## src/rtl/urv_timer_irq_pkg.sv

```systemverilog
// Shared encodings for the timer compare/interrupt controller: CSR selects,
// CTRL bit positions, FSM states and the compare reset value.
package urv_timer_irq_pkg;

  typedef enum logic [1:0] {
    SelCmpLo  = 2'd0,
    SelCmpHi  = 2'd1,
    SelPeriod = 2'd2,
    SelCtrl   = 2'd3
  } csr_sel_e;

  localparam int unsigned CtrlEnBit       = 0;
  localparam int unsigned CtrlPeriodicBit = 1;
  localparam int unsigned CtrlPendingBit  = 2;
  localparam int unsigned CtrlOvrLsb      = 8;

  typedef enum logic [1:0] {
    StIdle    = 2'd0,
    StArmed   = 2'd1,
    StPending = 2'd2
  } state_e;

  localparam logic [39:0] CmpRstVal = 40'hFF_FFFF_FFFF;

endpackage

```

## src/rtl/urv_timer_irq.sv

```systemverilog
// Timer compare/interrupt controller: matches a 40-bit tick count against CMP,
// raises a held level interrupt, optionally re-arms by PERIOD and counts overruns.
module urv_timer_irq
  import urv_timer_irq_pkg::*;
#(
  parameter int unsigned g_ovr_width = 8
) (
  input  logic        clk_i,
  input  logic        rst_i,
  input  logic [39:0] time_i,
  input  logic [1:0]  csr_sel_i,
  input  logic        csr_we_i,
  input  logic [31:0] csr_wdata_i,
  output logic [31:0] csr_rdata_o,
  input  logic        irq_ack_i,
  output logic        irq_o
);

  state_e                 state_q, state_d;
  logic [39:0]            cmp_q, cmp_d;
  logic [31:0]            shadow_q, shadow_d;
  logic [31:0]            period_q, period_d;
  logic                   en_q, en_d;
  logic                   periodic_q, periodic_d;
  logic [g_ovr_width-1:0] ovr_q, ovr_d;
  logic                   irq_q;

  csr_sel_e    sel;
  logic        match;
  logic        reload;
  logic        ctrl_wr;
  logic [39:0] cmp_adv;

  assign sel     = csr_sel_e'(csr_sel_i);
  assign match   = (time_i >= cmp_q);
  assign reload  = periodic_q && (period_q != 32'd0);
  assign ctrl_wr = csr_we_i && (sel == SelCtrl);
  assign cmp_adv = cmp_q + {8'd0, period_q};

  always_comb begin
    state_d    = state_q;
    cmp_d      = cmp_q;
    shadow_d   = shadow_q;
    period_d   = period_q;
    en_d       = en_q;
    periodic_d = periodic_q;
    ovr_d      = ovr_q;

    // A CTRL write in the same cycle suppresses any match-driven transition.
    if (!ctrl_wr) begin
      case (state_q)
        StArmed: begin
          if (match) begin
            state_d = StPending;
            if (reload) cmp_d = cmp_adv;
          end
        end
        StPending: begin
          if (irq_ack_i) begin
            if (reload) begin
              if (match) cmp_d = cmp_adv;
              else       state_d = StArmed;
            end else begin
              state_d = StIdle;
              en_d    = 1'b0;
            end
          end else if (match && reload) begin
            cmp_d = cmp_adv;
            if (!(&ovr_q)) ovr_d = ovr_q + g_ovr_width'(1);
          end
        end
        default: ;
      endcase
    end

    // CSR writes are applied last so they override the datapath updates above.
    if (csr_we_i) begin
      unique case (sel)
        SelCmpLo:  shadow_d = csr_wdata_i;
        SelCmpHi:  cmp_d    = {csr_wdata_i[7:0], shadow_q};
        SelPeriod: period_d = csr_wdata_i;
        SelCtrl: begin
          en_d       = csr_wdata_i[CtrlEnBit];
          periodic_d = csr_wdata_i[CtrlPeriodicBit];
          ovr_d      = '0;
          if (!csr_wdata_i[CtrlEnBit])  state_d = StIdle;
          else if (state_q == StIdle)   state_d = StArmed;
        end
      endcase
    end
  end

  always_ff @(posedge clk_i or negedge rst_i) begin
    if (!rst_i) begin
      state_q    <= StIdle;
      cmp_q      <= CmpRstVal;
      shadow_q   <= 32'd0;
      period_q   <= 32'd0;
      en_q       <= 1'b0;
      periodic_q <= 1'b0;
      ovr_q      <= '0;
      irq_q      <= 1'b0;
    end else begin
      state_q    <= state_d;
      cmp_q      <= cmp_d;
      shadow_q   <= shadow_d;
      period_q   <= period_d;
      en_q       <= en_d;
      periodic_q <= periodic_d;
      ovr_q      <= ovr_d;
      irq_q      <= (state_d == StPending);
    end
  end

  assign irq_o = irq_q;

  always_comb begin
    csr_rdata_o = 32'd0;
    unique case (sel)
      SelCmpLo:  csr_rdata_o = cmp_q[31:0];
      SelCmpHi:  csr_rdata_o = {24'd0, cmp_q[39:32]};
      SelPeriod: csr_rdata_o = period_q;
      SelCtrl: begin
        csr_rdata_o[CtrlEnBit]                  = en_q;
        csr_rdata_o[CtrlPeriodicBit]            = periodic_q;
        csr_rdata_o[CtrlPendingBit]             = (state_q == StPending);
        csr_rdata_o[CtrlOvrLsb +: g_ovr_width]  = ovr_q;
      end
    endcase
  end

endmodule

```

## config.mk

```make
export PLATFORM = sky130hd
export DESIGN_NAME = urv_timer_irq
export DESIGN_NICKNAME = d
export VERILOG_FILES = /design/src/rtl/urv_timer_irq_pkg.sv /design/src/rtl/urv_timer_irq.sv
export SDC_FILE = /design/constraint.sdc
export NUM_CORES = 1
export LEC_CHECK = 0
export CORE_MARGIN = 2
export CORE_UTILIZATION = 40
export CTS_BUF_LIST = sky130_fd_sc_hd__clkbuf_8 sky130_fd_sc_hd__clkbuf_16
export DETAILED_ROUTE_END_ITERATION = 16
export PLACE_DENSITY = 0.72
export SLEW_MARGIN = 20
export SYNTH_ARGS = -nofsm -noshare
export SYNTH_HDL_FRONTEND = slang
export SYNTH_SLANG_ARGS = --single-unit
```

## constraint.sdc

```tcl
create_clock -name clk_i -period 4.3 [get_ports clk_i]
set_clock_uncertainty 0.2 [all_clocks]
set_input_delay 0.645 -clock clk_i [delete_from_list [all_inputs] [get_ports clk_i]]
set_output_delay 0.645 -clock clk_i [all_outputs]
set_load 0.05 [all_outputs]
```

Word-level counts from Yosys, hierarchy flattened
Index checks and enable logic that the tools add are counted.
{"block": "word_totals", "reg_bits": 117, "word_cells": 64}
{"block": "classes", "addsub": 2, "order_cmp": 1, "n_eq_ne": 6, "muxes": 37, "reduce_logical": 10}
{"operator": "$mux W40", "count": 9}
{"operator": "$pmux W40 S2", "count": 1}
{"operator": "$mux W8", "count": 7}
{"operator": "$add A40 B32 Y40", "count": 1}
{"operator": "$ge A40 B40 Y1", "count": 1}
{"operator": "$pmux W16 S2", "count": 1}
{"operator": "$pmux W8 S4", "count": 1}
{"operator": "$reduce_bool A32 Y1", "count": 1}
{"operator": "$mux W2", "count": 9}
{"operator": "$pmux W5 S3", "count": 1}
{"operator": "$pmux W3 S4", "count": 1}
{"operator": "$add A8 B1 Y8 const B", "count": 1}
{"operator": "$eq A2 B2 Y1 const B", "count": 4}
{"operator": "$reduce_and A8 Y1", "count": 1}
{"operator": "$mux W1", "count": 6}
{"operator": "$reduce_and A2 Y1", "count": 3}
{"operator": "$eq A2 B1 Y1 const B", "count": 2}
{"operator": "$logic_not A2 Y1", "count": 2}
{"operator": "$pmux W2 S2", "count": 1}
{"operator": "$logic_and A1 B1 Y1", "count": 3}

Logic depth before layout (Yosys ltp)
Gate-level depths: netlist of the first run.
{"block": "logic_depth", "word_depth": 11, "ltp_mapped": 13, "depth_no_buf": 13}

Worst setup path after synthesis of the first run
OpenSTA, ideal clock, no wires.
{"block": "synth_timing", "path_kind": "input to output", "start": "in csr_sel_i[1]", "end": "out csr_rdata_o[10]", "arrival_ns": 2.647, "path_slack_ns": 0.808, "cell_stages": 4, "path_cell_list": "clkbuf_1 -> clkbuf_1 -> mux2i_1 -> o21ai_0"}
{"block": "synth_between", "elab_chain_len": 2, "elab_cells_between_ends": 5, "classes_between": "eq/ne (3); mux (1); reduce/logical (1)"}
{"item": "start, declared", "line": "urv_timer_irq.sv:11", "rtl": "input logic [1:0] csr_sel_i,"}
{"item": "$eq A2 B2 Y1 (tied with other cells)", "line": "urv_timer_irq.sv:119", "rtl": "unique case (sel)"}
{"item": "$pmux W8 S4 *", "line": "urv_timer_irq.sv:119"}
{"item": "end, declared", "line": "urv_timer_irq.sv:14", "rtl": "output logic [31:0] csr_rdata_o,"}
Every way passes the cells marked *; elsewhere a longest branch is shown, timed or not.

Worst setup path in the final report of the first run
{"block": "layout_timing", "start": "reg cmp_q[0]", "end": "reg cmp_q[38]"}
{"block": "layout_between", "elab_chain_len": 8, "elab_cells_between_ends": 13, "classes_between": "add/sub (1); order compare (1); mux (10); reduce/logical (1)"}
{"item": "start, declared", "line": "urv_timer_irq.sv:20", "rtl": "logic [39:0] cmp_q, cmp_d;"}
{"item": "start signal, assigned", "line": "urv_timer_irq.sv:96", "rtl": "cmp_q <= CmpRstVal;"}
{"item": "start signal, assigned", "line": "urv_timer_irq.sv:105", "rtl": "cmp_q <= cmp_d;"}
{"item": "$add A40 B32 Y40 or $ge A40 B40 Y1 (tied branches)", "line": "urv_timer_irq.sv:38, urv_timer_irq.sv:35"}
{"item": "$mux W40 or $logic_and A1 B1 Y1 (tied branches)", "line": "urv_timer_irq.sv:61, urv_timer_irq.sv:67"}
{"item": "$mux W40, on equally long branches", "line": "urv_timer_irq.sv:60, urv_timer_irq.sv:67"}
{"item": "$mux W40", "line": "urv_timer_irq.sv:59", "rtl": "if (irq_ack_i) begin"}
{"item": "$pmux W40 S2 *", "line": "urv_timer_irq.sv:51", "rtl": "case (state_q)"}
{"item": "$mux W40 *", "line": "urv_timer_irq.sv:50", "rtl": "if (!ctrl_wr) begin"}
{"item": "$mux W40", "line": "urv_timer_irq.sv:78", "rtl": "unique case (sel)"}
{"item": "$mux W40 *", "line": "urv_timer_irq.sv:77", "rtl": "if (csr_we_i) begin"}
{"item": "net cmp_d[38]", "line": "urv_timer_irq.sv:20"}
The timed path passes the listed nets; every way through them passes the cells marked *.
A chain may end at the register's enable or synchronous reset.

==> qor.txt, run 1 <==
Gate Count Post-Synth: 893
Share of cells above drive strength 1: 0.1947
Setup violations, final: 0
Setup Fix Bufs, Post-CTS: 0
Worst Tran Pin Value: 0.8277 ns
CTS H-tree lvls: 4
Final hold slack: 0.07652 ns
Max Freq: 262.3 MHz
CTS clk-pin slew, worst paths: 0.06 ns
Residual DRC count: 0
Largest net degree at the start of global routing: 84
Worst vdd ir: 0.0003835 V
DRT iter0 DRCs: 473
MaxCap Viol Count: 0
Period utilisation layout: 0.8867
Synth Area in XOR/XNOR: 0.03608
Share of Yosys cell area claimed by the top area cell type: 0.2268
Cell variety after synth: 73
FILL cells: 1969
Port bufs: 110
IO Pins: 111
Synth Area in Adders: 0.1143
Pwr dens: 639.3 nW/um^2
Ys async rst share: 1.000
Initial antenna violation count: 0
Clock tree buffer depth: 2
Logic pwr share: 0.491
Top cell by count, worst path: o2111ai_1
CTS Hold Bufs: 0
Sequential area share after synthesis: 0.3505
Number of flops mapped to enable cells by yosys: 0
Area of the core: 20960 um^2
CTS buffer count: 17
Sequential Power Share: 0.277
Die area: 22420 um^2
YS warnings: 0
Sw Pwr: 0.002775 W
Slew Viols, Final: 0
Routed wire length: 23830 um
Worst min-delay path class: in2async
DPL Wire Length: 17900 um
Internal: 0.003999 W
Antenna Cells: 0
Routability cong.: 0.8943
CP Cell Sequence: ha_1 > inv_1 > fa_1 > nor2b_1 > o2111ai_1 > nand3_1 > a2111oi_0 > o2111ai_1 > nor3b_1 > o211ai_1 > nor3_1 > xnor2_1 > o21ai_0
Status: complete, no violations
Site Rows: 53
Clock Power Share: 0.232
Number of clock sinks: 117
Avg Synthesized Cell Area: 9.514 um^2
Chip height: 149.7 um
Total grt overflow: 0
WL/cell: 18.51 um
Multi-input gate area: 5092 um^2
Post-Synth Simple-Gate Area: 0.1480
Reg area: 2978 um^2
Avg Vias per Cell: 5.702
P_leak: 4.608 nW
Synthesized area: 8496 um^2
RSZ-0062 raised after global routing: no
WP data arrival: 3.95 ns
Setup_tns: 0 ns
Area contributors post-synth: dfrtp_1 (23%), dfstp_2 (12%), ha_1 (11%)
Resize count post-CTS: 0
Top_reg_cell synth: dfrtp_1
CP max FO: 4
CTS tree: built
Switch share: 0.4097
First-pass GRT wire length: 38630 um
Crit. End Element: flip-flop
DRT Pass-1 Iters: 5
All-Layer GR Usage: 0.2213
Routed Antenna Nets: 0
#FFs+latches synth: 117
Post-Synthesis Net Count: 1048
Required @ worst endpoint: 4.44 ns
Worst-Skew Late Latency: 0.42 ns
Fin. Hold Viols: 0
Vias: 7339
Main combinational cell family by area after synthesis: compound AO/OA/AOI/OAI gates
Clk root buf: clkbuf_16
Mux cell area share after synthesis: 0.1328
Slew margin rel.: 0.4469
Fin util: 0.5057
Area growth, synth to finish: 24.73%
Slowest CP cell: dfstp_2
Kind of cell adding the most delay to the critical path: compound AO/OA/AOI/OAI gates
Yosys top cell by area: dfrtp_1
Layout Nets: 1154
CP Launch Type: flip-flop
Die width: 149.7 um
CP peak stage delay: 0.56 ns
Number of global-route vias before repair: 7415
Fin crit period: 3.813 ns
Starting Density: 0.4054
WP buf/inv: 1
Worst Path Class, Setup: reg2reg
Compound-Gate Fraction of Synth Area: 0.1667
sequential cells by signal, indices dropped and copies added, names as in the netlist:
signal	flops
cmp_q	40
period_q	32
shadow_q	32
ovr_q	8
state_q	2
en_q	1
irq_o	1
periodic_q	1
stage by stage:
stage	power, W	worst slack [ns]	instance area, um^2	instances
finish	0.006774	0.4874	10600	1287
global placement	0.005086	0.2797	9936	1255
floorplan	0.004249	0.8082	8496	893
detailed placement	0.005168	0.1210	9936	1255
CTS	0.006778	0.5380	10590	1287
global route	0.007248	0.2456	10600	1287
area by class of cell:
| class | instances | share of cell area |
|---|---|---|
| Timing Repair Buffer | 126 | 0.1248 |
| Clock buffer | 19 | 0.04274 |
| Inverter | 54 | 0.01913 |
| Clock inverter | 13 | 0.01925 |
| Sequential cell | 117 | 0.2810 |
| Tap cell | 275 | 0.03247 |
| Multi-Input combinational cell | 683 | 0.4806 |
cell usage in the layout, fill, tap and decap left out, types with 4 or more instances in the layout:
master / instances
a211oi_1: 5
a21o_1: 20
a21oi_1: 48
a221oi_1: 31
a22oi_1: 4
a31oi_1: 10
and2_1: 5
and3_1: 5
and4_1: 4
buf_12: 13
buf_4: 26
bufinv_16: 5
clkbuf_16: 17
clkdlybuf4s50_1: 85
clkinvlp_4: 4
dfrtp_1: 77
dfstp_2: 40
ha_1: 76
inv_1: 54
mux2_2: 64
mux2i_1: 34
nand2_1: 60
nand3_1: 13
nand4_1: 16
nor2_1: 108
nor2b_1: 9
nor3_1: 11
nor4_1: 10
o211ai_1: 4
o21a_1: 4
o21ai_0: 46
o21bai_1: 4
xnor2_1: 21
xor2_1: 14
routing by layer:
layer	share of wire	GRT usage
met5	0	0
met4	0.014	0.05613
met3	0.068	0.05579
met2	0.48	0.3674
met1	0.44	0.2892
worst reg2reg max path: stages, from the launching register on:
cell	delay, ns
dfstp_2	0.56
ha_1	0.21
inv_1	0.07
fa_1	0.41
nor2b_1	0.18
o2111ai_1	0.15
nand3_1	0.20
a2111oi_0	0.19
o2111ai_1	0.33
nor3b_1	0.44
o211ai_1	0.29
nor3_1	0.26
xnor2_1	0.09
o21ai_0	0.16
synthesized netlist by cell type, types with 9 or more instances:
cell type and instances:
nor2_1 108, dfrtp_1 77, ha_1 76, mux2_2 64, nand2_1 60, inv_1 54, a21oi_1 49, o21ai_0 46
dfstp_2 40, mux2i_1 34, a221oi_1 31, clkbuf_1 28, xnor2_1 21, a21o_1 20, nand4_1 16, xor2_1 14
nand3_1 13, nor3_1 11, a31oi_1 10, nor4_1 10, nor2b_1 9
path summary, 6_finish.rpt:
check | startpoint | cells after the start | slack (ns) | end
worst max-delay path | cmp_q[0] | 13 | 0.49 | cmp_q[38]
worst min-delay path | rst_i | 1 | 0.08 | irq_o
worst max register to register | cmp_q[0] | 13 | 0.49 | cmp_q[38]
worst min register to register | shadow_q[26] | 2 | 0.30 | cmp_q[26]
max in group asynchronous | rst_i | 2 | 2.92 | cmp_q[12]
min in group clk_i | shadow_q[26] | 2 | 0.30 | cmp_q[26]
cell families (layout without fill, tap and decap cells):
| kind of cell | count (synthesis) | count (layout) |
|---|---|---|
| simple gates | 263 | 263 |
| compound gates | 207 | 207 |
| flops | 117 | 117 |
| mux | 101 | 101 |
| buf+inv | 93 | 212 |
| fa+ha+maj | 77 | 77 |
| xor+xnor | 35 | 35 |
power groups by stage:
stage	Combinational, W	Sequential [W]	Clock [W]
6_report	0.00333	0.00188	0.00157
3_5_place_dp	0.00328	0.00188	0
4_1_cts	0.00332	0.00187	0.00159
3_3_place_gp	0.00322	0.00187	0
5_1_grt	0.00368	0.00192	0.00165
2_1_floorplan	0.00249	0.00176	0
Power figures use the tool's default switching activity.
==> run 2: changes to the inputs <==
--- a/config.mk
+++ b/config.mk
@@ -9,6 +9,7 @@
 export CORE_UTILIZATION = 40
 export CTS_BUF_LIST = sky130_fd_sc_hd__clkbuf_8 sky130_fd_sc_hd__clkbuf_16
 export DETAILED_ROUTE_END_ITERATION = 16
+export HOLD_SLACK_MARGIN = 0.1
 export PLACE_DENSITY = 0.72
 export SLEW_MARGIN = 20
 export SYNTH_ARGS = -nofsm -noshare
==> results of run 2 <==
Final layout, timing and power as in run 1 (identical DEF).
